$ cat src/rtl/demod_lo_ctrl.sv
// rtl/demod_lo_ctrl.sv - fs/4 quadrature LO sequencer and capture control for the IQ demodulator
module demod_lo_ctrl #(
    parameter int CNT_W   = 16,
    parameter int MIN_GAP = 2
) (
    input  logic             clk,
    input  logic             resetn,
    input  logic             start,
    input  logic             stop,
    input  logic             lo_dir,
    input  logic [CNT_W-1:0] burst_len,
    input  logic             ADC_rdy,
    output logic [1:0]       cosine_out,
    output logic [1:0]       sine_out,
    output logic             demod_rdy,
    output logic             busy,
    output logic             done,
    output logic [CNT_W-1:0] sample_cnt,
    output logic             overrun
);

    localparam int GAP_W = (MIN_GAP > 1) ? $clog2(MIN_GAP) : 1;

    typedef enum logic [1:0] {
        S_IDLE,
        S_RUN,
        S_FLUSH,
        S_DONE
    } state_t;

    state_t           state;
    logic [1:0]       phase;
    logic             dir_q;
    logic [CNT_W-1:0] len_q;
    logic [GAP_W-1:0] gap;
    logic [CNT_W-1:0] cnt_next;
    logic             accept;
    logic             last_sample;

    // Returns {cos, sin}; lo_dir=1 negates sine to flip the rotation direction.
    function automatic logic [3:0] lo_code(input logic [1:0] p, input logic dir);
        logic [3:0] code;
        case (p)
            2'd0:    code = {2'b01, 2'b00};
            2'd1:    code = {2'b00, (dir ? 2'b11 : 2'b01)};
            2'd2:    code = {2'b11, 2'b00};
            default: code = {2'b00, (dir ? 2'b01 : 2'b11)};
        endcase
        return code;
    endfunction

    assign cnt_next    = sample_cnt + 1'b1;
    assign accept      = (state == S_RUN) && ADC_rdy && (gap == '0);
    assign last_sample = accept && (len_q != '0) && (cnt_next == len_q);

    always_ff @(posedge clk or negedge resetn) begin
        if (!resetn) begin
            state      <= S_IDLE;
            phase      <= 2'd3;
            dir_q      <= 1'b0;
            len_q      <= '0;
            gap        <= '0;
            cosine_out <= 2'b00;
            sine_out   <= 2'b00;
            demod_rdy  <= 1'b0;
            busy       <= 1'b0;
            done       <= 1'b0;
            sample_cnt <= '0;
            overrun    <= 1'b0;
        end else begin
            demod_rdy <= 1'b0;
            done      <= 1'b0;
            case (state)
                S_IDLE: begin
                    if (start && !stop) begin
                        state                  <= S_RUN;
                        phase                  <= 2'd3;
                        sample_cnt             <= '0;
                        overrun                <= 1'b0;
                        dir_q                  <= lo_dir;
                        len_q                  <= burst_len;
                        gap                    <= '0;
                        busy                   <= 1'b1;
                        {cosine_out, sine_out} <= lo_code(2'd3, lo_dir);
                    end
                end
                S_RUN: begin
                    // Sample is presented with its LO one cycle after the accepted strobe.
                    if (accept) begin
                        phase                  <= phase + 2'd1;
                        sample_cnt             <= cnt_next;
                        gap                    <= GAP_W'(MIN_GAP - 1);
                        demod_rdy              <= 1'b1;
                        {cosine_out, sine_out} <= lo_code(phase + 2'd1, dir_q);
                    end else begin
                        if (ADC_rdy) begin
                            overrun <= 1'b1;
                        end
                        if (gap != '0) begin
                            gap <= gap - 1'b1;
                        end
                    end
                    if (stop || last_sample) begin
                        state <= S_FLUSH;
                    end
                end
                S_FLUSH: begin
                    state      <= S_DONE;
                    busy       <= 1'b0;
                    done       <= 1'b1;
                    cosine_out <= 2'b00;
                    sine_out   <= 2'b00;
                end
                default: begin
                    state <= S_IDLE;
                end
            endcase
        end
    end

endmodule

$ cat config.mk
export PLATFORM = sky130hd
export DESIGN_NAME = demod_lo_ctrl
export DESIGN_NICKNAME = d
export VERILOG_FILES = /design/src/rtl/demod_lo_ctrl.sv
export SDC_FILE = /design/constraint.sdc
export NUM_CORES = 1
export LEC_CHECK = 0
export CAP_MARGIN = 25
export CELL_PAD_IN_SITES_DETAIL_PLACEMENT = 1
export CELL_PAD_IN_SITES_GLOBAL_PLACEMENT = 1
export CORE_MARGIN = 2
export CORE_UTILIZATION = 44
export DETAILED_ROUTE_END_ITERATION = 16
export PLACE_DENSITY_LB_ADDON = 0.12
export SETUP_SLACK_MARGIN = 0.3
export SYNTH_ARGS = -nofsm -noshare
export SYNTH_HDL_FRONTEND = slang
export SYNTH_SLANG_ARGS = --single-unit
$ cat constraint.sdc
create_clock -name clk -period 4.75 [get_ports clk]
set_input_delay 0.7125 -clock clk [delete_from_list [all_inputs] [get_ports clk]]
set_output_delay 0.7125 -clock clk [all_outputs]
set_load 0.005 [all_outputs]
==> reports/results.tsv <==
stage	metric	value	unit
status	outcome	complete, no violations	
routing	routed wire length	7226	µm
logic_synthesis	Post-Syn Nets	313	
power	Sw Share	0.3676	
logic_synthesis	biggest area consumer among synthesized cells	dfrtp_1	
die	site row count	28	
logic_synthesis	Unique masters post-synth	53	
logic_synthesis	asr flop ratio synth	1.000	
power	Comb power frac	0.407	
sta	final critical-path required period	2.714	ns
routing	WL/cell	18.16	µm
routing	DR DRC count	0	
die	Starting Density	0.4610	
cts	Clk pin slew, worst setup/hold paths	0.09	ns
cts	Post-CTS Resized	0	
grt	grt total ovfl	0	
die	core box area	6026	µm²
sta	period utilization	0.5715	
job	Max-cap violations	0	
routing	first-pass iteration count of the detailed router	4	
cts	CTS buffer count	5	
logic_synthesis	synthesized flop and latch total	46	
grt	vias in the first global route	2373	
logic_synthesis	Syn Area/Cell	9.815	µm²
setup_path	crit path launch type	flop	
grt	antenna violations before repair	0	
place	I/O Buffers	45	
sta	final number of hold-violating endpoints	0	
final_layout	final core occ	0.5596	
power	peak supply drop	0.3038	mV
sta	final clock skew	0.002987	ns
sta	Setup TNS Final	0	ns
cts	clk sinks	46	
die	I/O pins	46	
routing	routed via count	2326	
sta	Fmax	0.3684	GHz
logic_synthesis	synthesized area	2778	µm²
logic_synthesis	Post-synth EDFFs	0	
die	die width	83.46	µm
logic_synthesis	Synth area leaders	dfrtp_1 40%, mux2_2 7.3%, xnor2_1 3.8%, ha_1 3.6%, nand3_1 2.9%	
routing	Vias/cell	5.844	
setup_path	WS Path Type	flop to flop	
logic_synthesis	Mapped Cells	283	
logic_synthesis	Seq/Total Area, Yosys	0.4153	
die	die area	6965	µm²
sta	Max Transition Viols Final	0	
cts	Post-CTS Hold Fix Bufs	0	
final_layout	most frequent cells in the layout	44 x dfrtp_1, 44 x clkdlybuf4s50_1, 18 x mux2_2	
place	DP HPWL	5431	µm
grt	global-route wire length before repair	12250	µm
grt	largest net degree at the start of global routing	26	
cts	Worst-Skew Late Latency	0.30	ns
routing	Starting DRT DRC Count	114	
cts	post-CTS setup buffers	0	
cts	CTS tree	yes	
logic_synthesis	Primary FF master, synth	dfrtp_1	
logic_synthesis	Synth top area share	0.3964	
routing	antenna viol nets, final	0	
hold_path	Hold Path Class	input port to async pin	
cts	CTS root buf	clkbuf_8	
cts	clk buf depth	2	
setup_path	WP data required	4.93	ns
sta	# setup viols final	0	
final_layout	synth-to-layout area growth	21.40	%
final_layout	share of layout cells above drive strength 1	0.1269	
power	Net Switching	591.7	µW
power	clock power share	0.182	
power	Sequential Power Share	0.411	
sta	RSZ-0062 raised after global routing	false	
logic_synthesis	Synthesis Warnings	0	
setup_path	CP Capture Type	flop	
power	pwr dens	477.3	nW/µm²
final_layout	Antenna diodes	0	
cts	Clock H-tree levels	2	
grt	total track usage	0.2192	
setup_path	Worst Path Arrival	2.90	ns
sta	Slew HR	0.4696	
die	Die Ht	83.46	µm
final_layout	fin nets	352	
place	Final Wtd Congestion	0.8607	
power	P_int	1.018	mW
setup_path	Worst Path Max Fanout	8	
power	Leakage	1.360	nW
sta	Worst Tran Pin Value	0.7909	ns
[kinds of logic after synthesis]
kind of cell	share of synthesized area
AO/OA/AOI/OAI	0.1405
XOR/XNOR	0.05676
adder cells (fa/ha/maj)	0.03604
buffers and inverters	0.05000
flip-flops	0.4153
multiplexers	0.08739
AND/OR/NAND/NOR	0.2140
[path summary, 6_finish.rpt]
| path | depth (start not counted) | to | startpoint | slack, ns |
|---|---|---|---|---|
| setup / recovery | 8 | state[0]$_DFFE_PN0P_ | sample_cnt[0]$_DFFE_PN0P_ | 2.04 |
| hold / removal | 1 | len_q[10]$_DFFE_PN0P_ | resetn | 0.37 |
| setup reg to reg | 8 | state[0]$_DFFE_PN0P_ | sample_cnt[0]$_DFFE_PN0P_ | 2.04 |
| hold reg to reg | 1 | sine_out[0]$_DFFE_PN0P_ | sine_out[0]$_DFFE_PN0P_ | 0.51 |
| max in group asynchronous | 2 | phase[0]$_DFFE_PN1P_ | resetn | 3.78 |
| min in group clk | 1 | sine_out[0]$_DFFE_PN0P_ | sine_out[0]$_DFFE_PN0P_ | 0.51 |
[routing by layer]
| layer | global-route usage | wire [µm] | vias up |
|---|---|---|---|
| met5 | 0 | 0 | - |
| met4 | 0.04985 | 88 | 0 |
| met3 | 0.03759 | 285 | 8 |
| met2 | 0.3468 | 3405 | 45 |
| met1 | 0.3167 | 3447 | 1171 |
| li1 | - | - | 1102 |
[synthesized netlist by cell type, types with 7 or more instances]
cell	instances
clkbuf_1	7
a21oi_1	11
o21ai_0	16
mux2_2	18
ha_1	8
nand3_1	16
nor2_1	16
inv_1	12
nand2_1	16
o21ai_1	8
xnor2_1	12
dfrtp_1	44
[power by group through the flow]
stage | Combinational [mW] | Sequential (mW) | Clock (mW)
final | 0.655 | 0.661 | 0.294
after global routing | 0.732 | 0.686 | 0.317
after CTS | 0.663 | 0.663 | 0.303
after detailed placement | 0.660 | 0.670 | 0
after global placement | 0.642 | 0.662 | 0
after floorplan | 0.446 | 0.629 | 0
[flip-flops by register name (all words and copies together) (netlist names), 2 cells and up]
name,flops
sine_out,2
sample_cnt,16
state,2
phase,2
len_q,16
cosine_out,2
[layout make-up]
class | instances | area [µm²]
flip-flops and latches | 46 | 1154
well taps | 75 | 93.84
inverters | 12 | 45.04
multi-input cells | 208 | 1485
clock buffers | 7 | 76.32
clock inverters | 1 | 30.03
fillers | 683 | 2654
repair buffers | 49 | 488.0
[metrics by stage]
step                hold WS (ns)  setup WS (ns)  cells  area, µm²  power, mW
finish                    0.3737          2.036    398       3372      1.610
detailed placement        0.4963          1.803    390       3266      1.330
floorplan                 0.4169          2.360    283       2778      1.076
global placement          0.4925          1.903    389       3246      1.305
CTS                       0.3833          2.034    398       3372      1.628
global route              0.4009          1.821    398       3372      1.735
[worst max-delay path, cell delays in order, from the launching register on]
cell,delay (ns)
dfrtp_1,0.49
ha_1,0.35
nand4_4,0.16
or4_4,0.57
a32oi_1,0.25
o2111ai_1,0.21
nor4_4,0.33
or3_1,0.17
o211ai_2,0.07
Power figures use the tool's default switching activity.
